--- config.mk ---
export PLATFORM = sky130hd
export DESIGN_NAME = exc_commit_ctrl
export DESIGN_NICKNAME = d
export VERILOG_FILES = /design/src/rtl/exc_commit_ctrl.sv
export SDC_FILE = /design/constraint.sdc
export NUM_CORES = 1
export LEC_CHECK = 0
export BUFFER_PORTS_ARGS = -buffer_cell sky130_fd_sc_hd__buf_2
export CORE_AREA = 2 2 122 88
export CTS_BUF_LIST = sky130_fd_sc_hd__clkbuf_16
export CTS_CLUSTER_SIZE = 16
export DETAILED_ROUTE_END_ITERATION = 8
export DIE_AREA = 0 0 124 90
export PLACE_DENSITY = 0.92
export SLEW_MARGIN = 10
export SYNTH_ARGS = -nofsm -noshare
export SYNTH_HDL_FRONTEND = slang
export SYNTH_SLANG_ARGS = --single-unit
--- constraint.sdc ---
create_clock -name clk -period 7.8 [get_ports clk]
set_input_delay 0.39 -clock clk [delete_from_list [all_inputs] [get_ports clk]]
set_output_delay 0.39 -clock clk [all_outputs]
set_load 0.02 [all_outputs]
--- src/rtl/exc_commit_ctrl.sv ---
// Exception commit sequencer: squashes the pipeline, issues one CP0 update (or ERET clear),
// then holds a PC redirect toward fetch until it is accepted.
module exc_commit_ctrl (
  input  logic        clk,
  input  logic        rst,
  input  logic        is_except,
  input  logic [31:0] except_type,
  input  logic [31:0] except_pc,
  input  logic [31:0] pcM,
  input  logic        is_in_delayslotM,
  input  logic [31:0] bad_addrM,
  input  logic        stallM,
  input  logic        fetch_ready,
  output logic        flush_all,
  output logic        redirect_valid,
  output logic [31:0] redirect_pc,
  output logic        cp0_exc_we,
  output logic [31:0] cp0_epc,
  output logic [4:0]  cp0_exccode,
  output logic        cp0_bd,
  output logic        cp0_badv_we,
  output logic [31:0] cp0_badvaddr,
  output logic        cp0_eret,
  output logic        busy
);

  typedef enum logic [1:0] {StIdle, StCommit, StRedirect} state_e;

  state_e      r_state;
  state_e      w_state_next;
  logic        w_accept;
  logic [4:0]  w_exccode;
  logic        r_is_eret;
  logic        r_has_badv;
  logic [31:0] r_redirect_pc;
  logic [31:0] r_epc;
  logic [4:0]  r_exccode;
  logic        r_bd;
  logic [31:0] r_badvaddr;

  // Gated by rst so every output reads 0 while reset is held.
  assign w_accept = !rst && (r_state == StIdle) && is_except && !stallM;

  always_comb begin
    case (except_type)
      32'h1:   w_exccode = 5'd0;
      32'h4:   w_exccode = 5'd4;
      32'h5:   w_exccode = 5'd5;
      32'h8:   w_exccode = 5'd8;
      32'h9:   w_exccode = 5'd9;
      32'ha:   w_exccode = 5'd10;
      32'hc:   w_exccode = 5'd12;
      default: w_exccode = 5'd10;
    endcase
  end

  always_ff @(posedge clk or posedge rst) begin
    if (rst) begin
      r_state <= StIdle;
    end else begin
      r_state <= w_state_next;
    end
  end

  always_comb begin
    w_state_next = r_state;
    unique case (r_state)
      StIdle:     if (w_accept) w_state_next = StCommit;
      StCommit:   w_state_next = StRedirect;
      StRedirect: if (fetch_ready) w_state_next = StIdle;
      default:    w_state_next = StIdle;
    endcase
  end

  // Decode at capture so CP0 data outputs come straight from registers.
  always_ff @(posedge clk or posedge rst) begin
    if (rst) begin
      r_is_eret     <= 1'b0;
      r_has_badv    <= 1'b0;
      r_redirect_pc <= 32'h0;
      r_epc         <= 32'h0;
      r_exccode     <= 5'h0;
      r_bd          <= 1'b0;
      r_badvaddr    <= 32'h0;
    end else if (w_accept) begin
      r_is_eret     <= (except_type == 32'he);
      r_has_badv    <= (except_type == 32'h4) || (except_type == 32'h5);
      r_redirect_pc <= except_pc;
      r_epc         <= is_in_delayslotM ? (pcM - 32'd4) : pcM;
      r_exccode     <= w_exccode;
      r_bd          <= is_in_delayslotM;
      r_badvaddr    <= bad_addrM;
    end
  end

  always_comb begin
    flush_all      = w_accept;
    redirect_valid = 1'b0;
    cp0_exc_we     = 1'b0;
    cp0_badv_we    = 1'b0;
    cp0_eret       = 1'b0;
    busy           = 1'b0;
    unique case (r_state)
      StIdle: begin
      end
      StCommit: begin
        flush_all   = 1'b1;
        busy        = 1'b1;
        cp0_eret    = r_is_eret;
        cp0_exc_we  = !r_is_eret;
        cp0_badv_we = r_has_badv;
      end
      StRedirect: begin
        flush_all      = 1'b1;
        busy           = 1'b1;
        redirect_valid = 1'b1;
      end
      default: begin
      end
    endcase
  end

  assign redirect_pc  = r_redirect_pc;
  assign cp0_epc      = r_epc;
  assign cp0_exccode  = r_exccode;
  assign cp0_bd       = r_bd;
  assign cp0_badvaddr = r_badvaddr;

endmodule

==> results of run 1 <==
==> kinds of logic after synthesis <==
kind of cell               count (synthesis)  synth area share, %
AOI/OAI and AO/OA                         48                6.205
muxes                                      4               0.8603
buffers and inverters                     36                2.972
xor gates and xnor gates                  14                2.555
other                                      1              0.07813
DFF                                      105                54.74
and+or+nand+nor                          326                31.02
adders and majority gates                  6                1.564
==> per-layer routing <==
layer | routed length [µm] | share of wire, % | vias up | track usage (%)
li1 | - | - | 2247 | -
met1 | 5266 | 42 | 2105 | 29.90
met2 | 6081 | 48 | 211 | 37.96
met3 | 1164 | 9.2 | 12 | 6.599
met4 | 81 | 0.64 | 0 | 4.120
met5 | 0 | 0 | - | 0
==> final timing paths <==
kind                            cells past startpoint       startpoint          endpoint  slack, ns
worst max-delay path                                6       r_state[0]         flush_all       4.72
worst min-delay path                                2              rst   redirect_pc[26]       0.07
worst max register to register                      5       r_state[0]    cp0_exccode[1]       4.95
worst min register to register                      2  redirect_pc[10]   redirect_pc[10]       0.47
max in group asynchronous                           3              rst       cp0_epc[17]       6.44
min in group clk                                    3    bad_addrM[31]  cp0_badvaddr[31]       0.25
==> power by group <==
part	switching, W	leakage [nW]	internal [W]	total [W]
sequential	0.000136	1.29	0.000804	0.000940
clock	0.000198	0.140	0.000219	0.000418
combinational	0.000683	2.01	0.000340	0.00102
==> Yosys cell counts, drive strengths merged, types with 3 or more instances <==
cell type	n
nand2	226
dfrtp	105
nor2	24
clkbuf	21
o21ai	21
nor4	14
a31oi	13
nand3	13
xor2	11
buf	8
nand4	8
or3	8
inv	7
ha	6
nor3	6
or4	6
and2	5
o31ai	5
a32o	3
mux2i	3
nor2b	3
or4b	3
xnor2	3
==> metrics by stage <==
| stage | setup slack (ns) | hold WS [ns] | cell area (µm²) | power (W) | instances |
|---|---|---|---|---|---|
| 2_1_floorplan | 4.649 | 0.4583 | 4800 | 0.001560 | 540 |
| 3_3_place_gp | 5.075 | 0.4261 | 6106 | 0.001948 | 886 |
| 3_5_place_dp | 5.007 | 0.4302 | 6106 | 0.001984 | 886 |
| 4_1_cts | 4.711 | 0.07535 | 6385 | 0.002410 | 902 |
| 5_1_grt | 4.439 | 0.08885 | 6385 | 0.002560 | 902 |
| 6_report | 4.715 | 0.07122 | 6385 | 0.002381 | 902 |
==> state kept, by name, summed over array words and instances, names as in the netlist <==
register,cells
cp0_epc,32
cp0_bd,1
r_state,2
redirect_pc,32
cp0_exccode,4
cp0_badvaddr,32
r_is_eret,1
r_has_badv,1
==> final cells by class <==
class / count / area share [%]
Inverter: 7 / 0.4507
Timing Repair Buffer: 243 / 19.17
Sequential cell: 105 / 41.15
Clock inverter: 7 / 0.8426
Multi-Input combinational cell: 399 / 32.28
Clock buffer: 9 / 3.527
Tap cell: 132 / 2.587
==> results.json, run 1 <==
{
  "die_y_um": 90,
  "clkSinkCount": 105,
  "core_area_um2": 10080,
  "drt_iter0_drc": 334,
  "numCtsBuffers": 9,
  "hold_viol": 0,
  "synth.top_cell.area_share_pct": 54.74,
  "crit_chain": "inv_1 -> ha_1 -> nand4bb_4 -> buf_4 -> nand2b_1 -> buf_2",
  "synth_nets": 680,
  "hold_path_class": "in2async",
  "slew_headroom_pct": 34.26,
  "rsz0062_at_grt": "false",
  "worstPathArrival_ns": 2.69,
  "syn2layout_area_growth_pct": 33.03,
  "drc": 0,
  "critical-path-top-delay-family": "buffers and inverters",
  "synth_edf_count": 0,
  "path_class": "reg2out",
  "peakVddDrop_v": 0.0001872,
  "die_w_um": 124,
  "gp_congestion": 0.8061,
  "h-tree-depth": 3,
  "yosysTopAreaCell": "dfrtp_1",
  "post_cts_buffers": 0,
  "synth.cell_area_um2": 4800,
  "ant_nets": 0,
  "cp_num_buf_inv": 3,
  "syn_inst": 540,
  "post-route-util_pct": 63.31,
  "final-seq-area_um2": 2628,
  "design.die.area_um2": 11160,
  "p_leak_nw": 3.446,
  "ys_seq_area_share_pct": 54.74,
  "slew_viol_final": 0,
  "grt_pass1_vias": 4260,
  "async_flop_share_pct": 100.0,
  "wl_per_cell_um": 13.96,
  "vias": 4575,
  "row_count": 31,
  "grt_max_degree": 100,
  "first_pass_iters": 4,
  "timing.fmax_mhz": 324.2,
  "mostFrequentLayoutCells": "buf_2, nand2_1, dfrtp_1",
  "period_share_pct": 39.55,
  "setup_viol_count_final": 0,
  "end_kind": "output pin",
  "root_buffer": "clkbuf_16",
  "crit_required_ns": 7.41,
  "max_cap_violations": 0,
  "slowest_stage": "nand4bb_4",
  "cts_tree": "built",
  "num-fill-cells": 866,
  "grtUsageTotal_pct": 22.79,
  "routed_wl_mm": 12.59,
  "yosys-top-cells-area": "dfrtp_1, nand2_1, o21ai_0",
  "synth_cell_types": 44,
  "worst-slew-pin-transition_ns": 0.9861,
  "num_io_pins": 242,
  "yosysWarnings": 0,
  "grt_pass1_wl_mm": 20.27,
  "antenna_found_initial": 0,
  "syn_area_per_cell_um2": 8.888,
  "multi_input_area_um2": 2061,
  "synth_flop_cell": "dfrtp_1",
  "final_common_cell": "buf_2",
  "worstSkewPairLatency_ns": 0.33,
  "start_util_pct": 47.59,
  "status": "finished, final reports clean",
  "cp-start-kind": "register",
  "clk_pin_slew_ns": 0.07,
  "viasPerCell": 5.072,
  "cp_max_fo": 61,
  "dp_hpwl_mm": 9.463,
  "nNetsFinal": 905,
  "finClkSkew_ns": 0.004892,
  "clockBufferDepth": 2,
  "grt_overflow": 0,
  "diodes": 0,
  "cts_resized": 0,
  "drive_above_1_share_pct": 35.19,
  "power_density_nw_per_um2": 372.9,
  "fin_setup_tns_ns": 0,
  "cp_slowest_stage_delay_ns": 0.70,
  "ys_seq_elements": 105,
  "io_buffers": 240,
  "postCtsHoldBufs": 0,
  "fin_crit_ns": 3.085
}
No activity file was read; power rests on OpenSTA's default activity.
==> run 2: changes to the inputs <==
--- a/config.mk
+++ b/config.mk
@@ -6,12 +6,12 @@
 export NUM_CORES = 1
 export LEC_CHECK = 0
 export BUFFER_PORTS_ARGS = -buffer_cell sky130_fd_sc_hd__buf_2
-export CORE_AREA = 2 2 122 88
+export CORE_AREA = 2 2 126 91
 export CTS_BUF_LIST = sky130_fd_sc_hd__clkbuf_16
 export CTS_CLUSTER_SIZE = 16
 export DETAILED_ROUTE_END_ITERATION = 8
-export DIE_AREA = 0 0 124 90
-export PLACE_DENSITY = 0.92
+export DIE_AREA = 0 0 128 93
+export PLACE_DENSITY = 0.87
 export SLEW_MARGIN = 10
 export SYNTH_ARGS = -nofsm -noshare
 export SYNTH_HDL_FRONTEND = slang
==> constraint.sdc (replaced) <==
create_clock -name clk -period 3 [get_ports clk]
set_input_delay 0.15 -clock clk [delete_from_list [all_inputs] [get_ports clk]]
set_output_delay 0.15 -clock clk [all_outputs]
set_load 0.02 [all_outputs]
==> run 2 against run 1 <==
Die area increased by 6.7%. Via count increased by 3.3%. Largest power group unchanged. Worst setup slack got worse by 3.9 ns. Clock skew increased by 0.0012 ns.
==> results.json, run 2 (same netlist as run 1, synthesis figures left out) <==
{
  "finClkSkew_ns": 0.006108,
  "final-seq-area_um2": 2628,
  "fin_crit_ns": 2.172,
  "num-fill-cells": 883,
  "drc": 0,
  "grt_overflow": 0,
  "worst_hold_slack_ns": 0.005868,
  "clockBufferDepth": 2,
  "final_common_cell": "buf_2",
  "dp_hpwl_mm": 9.779,
  "first_pass_iters": 4,
  "die_y_um": 93,
  "postPlaceCellArea_um2": 6163,
  "core_area_um2": 10730,
  "clkSinkCount": 105,
  "hold_path_class": "in2async",
  "grt_max_degree": 100,
  "hold_viol": 0,
  "peakVddDrop_v": 0.0006151,
  "slew_headroom_pct": 44.44,
  "routed_wl_mm": 13.96,
  "nNetsFinal": 936,
  "drive_above_1_share_pct": 33.96,
  "mostFrequentLayoutCells": "buf_2, nand2_1, dfrtp_1",
  "path_class": "reg2out",
  "die_w_um": 128,
  "design.die.area_um2": 11900,
  "power_density_nw_per_um2": 937.0,
  "vias": 4726,
  "slew_viol_final": 0,
  "wl_per_cell_um": 14.88,
  "num_io_pins": 242,
  "instances_no_fill": 938,
  "p_leak_nw": 3.594,
  "cts_tree": "built",
  "worstPathArrival_ns": 2.02,
  "crit_required_ns": 2.85,
  "fin_area_um2": 6753,
  "row_count": 32,
  "max_cap_violations": 0,
  "viasPerCell": 5.038,
  "h-tree-depth": 3,
  "end_kind": "output pin",
  "antenna_found_initial": 1,
  "syn2layout_area_growth_pct": 40.69,
  "rsz0062_at_grt": "false",
  "start_util_pct": 44.73,
  "setup_viol_count_final": 0,
  "grtUsageTotal_pct": 23.58,
  "io_buffers": 240,
  "drt_iter0_drc": 243,
  "cp-start-kind": "register",
  "worst-slew-pin-transition_ns": 0.8334,
  "root_buffer": "clkbuf_16",
  "status": "finished, final reports clean",
  "gp_congestion": 0.8927,
  "timing.fmax_mhz": 460.5,
  "numCtsBuffers": 9,
  "total_power_w": 0.006327,
  "worstSkewPairLatency_ns": 0.33,
  "clk_pin_slew_ns": 0.07,
  "post_cts_buffers": 0,
  "grt_pass1_wl_mm": 22.00,
  "dp.cells": 892,
  "grt_pass1_vias": 4497,
  "cts_resized": 0,
  "fin_setup_tns_ns": 0,
  "multi_input_area_um2": 2061,
  "ant_nets": 0,
  "period_share_pct": 72.39,
  "postCtsHoldBufs": 28,
  "cp_max_fo": 47
}
## run 2: changes by cell type in the layout (fill, tap and decap cells not counted)
cell / before / now
buf_12: 0 / 3
buf_4: 3 / 2
bufinv_16: 0 / 1
clkinv_2: 2 / 1
clkinv_4: 3 / 1
clkinvlp_4: 0 / 2
diode_2: 0 / 1
dlygate4sd3_1: 0 / 29
inv_1: 6 / 7
inv_6: 2 / 1
## run 2: path summary, 6_finish.rpt
check / from / end / slack, ns / cells past startpoint
setup / recovery: r_state[0] / flush_all / 0.83 / 6
hold / removal: rst / cp0_epc[17] / 0.006 / 2
setup reg to reg: r_state[0] / cp0_epc[21] / 1.01 / 7
hold reg to reg: redirect_pc[31] / redirect_pc[31] / 0.47 / 2
max in group asynchronous: rst / r_state[0] / 2.29 / 3
min in group clk: except_pc[31] / redirect_pc[31] / 0.01 / 3
## run 2: routing by layer
metal | wire, µm | vias up | track usage, %
li1 | - | 2303 | -
met5 | 0 | - | 0
met4 | 159 | 0 | 6.136
met1 | 5766 | 2208 | 28.95
met2 | 7089 | 206 | 42.51
met3 | 943 | 9 | 4.977
## run 2: through the flow
step	utilization (%)	setup slack, ns
after floorplan	-	0.08946
after CTS	62.81	0.8415
after global placement	57.44	0.9512
final	62.93	0.8284
after global routing	62.93	0.6912
after detailed placement	57.44	0.8239
## run 2: cell type report
class	instances	share of cell area, %
well taps	136	2.520
diodes	1	0.03706
repair buffers	274	23.20
multi-input cells	399	30.52
clock buffers	9	3.335
inverters	7	0.4262
flip-flops and latches	105	38.91
clock inverters	7	1.056
## run 2: power breakdown
part / internal (W) / switching (W)
Clock: 0.000647 / 0.000518
Combinational: 0.000920 / 0.00180
Sequential: 0.00209 / 0.000355
## run 2: critical path, stage by stage (launching register included)
cell and delay, ns:
dfrtp_1 0.38, inv_1 0.10, ha_1 0.26, nand4bb_4 0.16, buf_4 0.44, nand2b_1 0.13, buf_2 0.19
==> run 3: changes to the inputs <==
==> constraint.sdc (replaced) <==
create_clock -name clk -period 2 [get_ports clk]
set_input_delay 0.1 -clock clk [delete_from_list [all_inputs] [get_ports clk]]
set_output_delay 0.1 -clock clk [all_outputs]
set_load 0.02 [all_outputs]
==> run 3 against run 2 <==
Register-to-register slack worse by 0.83 ns. Non-clock buffer count is 56 higher. Combinational power is 55% higher. Highest routed layer unchanged. First-iteration DRC count is 5.3% lower. Final cell count is 6.0% higher. Wire length is 9.4% higher. Via count is 6.1% higher.
==> results.json, run 3 (same netlist as run 1, synthesis figures left out) <==
{
  "worstSkewPairLatency_ns": 0.34,
  "cp_num_buf_inv": 3,
  "path_class": "reg2out",
  "internal_power_w": 0.005585,
  "total_power_w": 0.009642,
  "critical-path-top-delay-family": "buffers and inverters",
  "timing.fmax_mhz": 546.4,
  "crit_required_ns": 1.90,
  "core_area_um2": 10730,
  "p_leak_nw": 3.858,
  "slew_viol_final": 0,
  "reg2reg_from": "r_state[0]",
  "wl_per_cell_um": 15.36,
  "cp-start-kind": "register",
  "ant_nets": 0,
  "num-fill-cells": 840,
  "grt_pass1_wl_mm": 23.96,
  "num_io_pins": 242,
  "cts_tree": "built",
  "cp_slowest_stage_delay_ns": 0.40,
  "viasPerCell": 5.046,
  "antenna_found_initial": 1,
  "fin_crit_ns": 1.830,
  "slew_headroom_pct": 63.20,
  "dp_hpwl_mm": 9.821,
  "drc": 0,
  "hp-start": "pcM[31]",
  "clockBufferDepth": 2,
  "hold_viol": 0,
  "final-seq-area_um2": 2628,
  "reg2regPathDepth": 7,
  "setup_viol_count_final": 0,
  "multi_input_area_um2": 2063,
  "first_pass_iters": 5,
  "cp_max_fo": 24,
  "die_y_um": 93,
  "seqPwrFrac_pct": 38.0,
  "final_common_cell": "buf_2",
  "rsz0062_at_grt": "false",
  "hold_path_end": "cp0_epc[31]",
  "start_util_pct": 44.73,
  "max_cap_violations": 0,
  "grt_overflow": 0,
  "syn2layout_area_growth_pct": 52.19,
  "r2r_slack_ns": 0.18,
  "period_share_pct": 91.50,
  "nNetsFinal": 992,
  "r2r_end": "r_has_badv",
  "switchingPower_w": 0.004057,
  "grtUsageTotal_pct": 25.82,
  "status": "finished, final reports clean",
  "drt_iter0_drc": 230,
  "gp_congestion": 0.8220,
  "h-tree-depth": 3,
  "clkSinkCount": 105,
  "crit_chain": "inv_1 -> ha_2 -> nand4bb_4 -> buf_12 -> nand2b_1 -> buf_2",
  "grt_max_degree": 106,
  "finClkSkew_ns": 0.007580,
  "end_kind": "output pin",
  "worst-slew-pin-transition_ns": 0.5520,
  "grt_pass1_vias": 4965,
  "drive_above_1_share_pct": 33.84,
  "row_count": 32,
  "root_buffer": "clkbuf_16",
  "hold_depth": 3,
  "power_frac_comb_pct": 43.7,
  "hold_path_class": "in2reg",
  "numCtsBuffers": 9,
  "clockPowerShare_pct": 18.3,
  "worstPathArrival_ns": 1.73,
  "vias": 5016,
  "slowest_stage": "dfrtp_1",
  "fin_setup_tns_ns": 0,
  "sw_frac_of_total_pct": 42.07,
  "die_w_um": 128,
  "power_density_nw_per_um2": 1320,
  "clk_pin_slew_ns": 0.07,
  "routed_wl_mm": 15.27,
  "peakVddDrop_v": 0.0008308,
  "mostFrequentLayoutCells": "buf_2, nand2_1, dfrtp_1",
  "design.die.area_um2": 11900,
  "io_buffers": 240
}
[run 3: how the worst max path moves through the flow]
stage	start	endpoint	slack (ns)	cells past startpoint
after global placement	r_state[0]	r_is_eret	0.1	6
after floorplan	r_state[0]	cp0_badvaddr[10]	0.09	8
after detailed placement	pcM[19]	cp0_epc[28]	0.07	5
after CTS	r_state[0]	flush_all	0.01	6
after global routing	r_state[0]	flush_all	0.06	6
final	r_state[0]	flush_all	0.17	6
[run 3: worst reg2reg max path: stages (launching register included)]
cell and delay (ns):
dfrtp_1 0.40, inv_1 0.13, ha_2 0.25, nand4bb_4 0.17, buf_4 0.18, nor4_1 0.29
buf_4 0.19, a32o_1 0.16
[run 3: layout make-up]
type / instances / area share, %
inverter: 7 / 0.4111
clock buffer: 9 / 3.083
antenna: 1 / 0.03426
timing repair buffer: 330 / 28.97
clock inverter: 7 / 0.9592
sequential: 105 / 35.97
multi-input combinational: 399 / 28.25
tap: 136 / 2.330
[run 3: power by group through the flow]
stage / clock network [W] / registers, W / logic, W
2_1_floorplan: 0 / 0.00493 / 0.00116
3_3_place_gp: 0 / 0.00364 / 0.00396
3_5_place_dp: 0 / 0.00368 / 0.00406
4_1_cts: 0.00180 / 0.00365 / 0.00419
5_1_grt: 0.00189 / 0.00379 / 0.00461
6_report: 0.00176 / 0.00367 / 0.00421
[run 3: per-stage QoR]
stage / setup WS [ns] / utilization (%) / cell area [µm²] / instances / hold slack [ns]
finish: 0.1700 / 68.07 / 7305 / 994 / 0.03534
global route: 0.05720 / 68.07 / 7305 / 994 / 0.05767
detailed placement: 0.06504 / 58.24 / 6250 / 905 / 0.2944
global placement: 0.09791 / 58.24 / 6250 / 905 / 0.2899
floorplan: 0.09229 / - / 4803 / 540 / 0.2054
CTS: 0.01090 / 67.67 / 7261 / 989 / 0.02130
[run 3: metal layers]
layer  global-route usage (%)  vias up  routed length (µm)
met3                    6.293       38                1190
met4                    10.53        0                 417
met5                        0        -                   0
met1                    30.54     2311                6131
met2                    45.41      247                7532
li1                         -     2420                   -
[run 3: what timing repair did]
item | CTS | global route
hold buffers | 67 | 0
endpoints found under the setup margin | 1 | 6
pin swaps | 0 | 1
gates cloned | 1 | 1
resized for setup | 3 | 2
buffers inserted | 0 | 3
hold endpoints to repair | 157 | 0
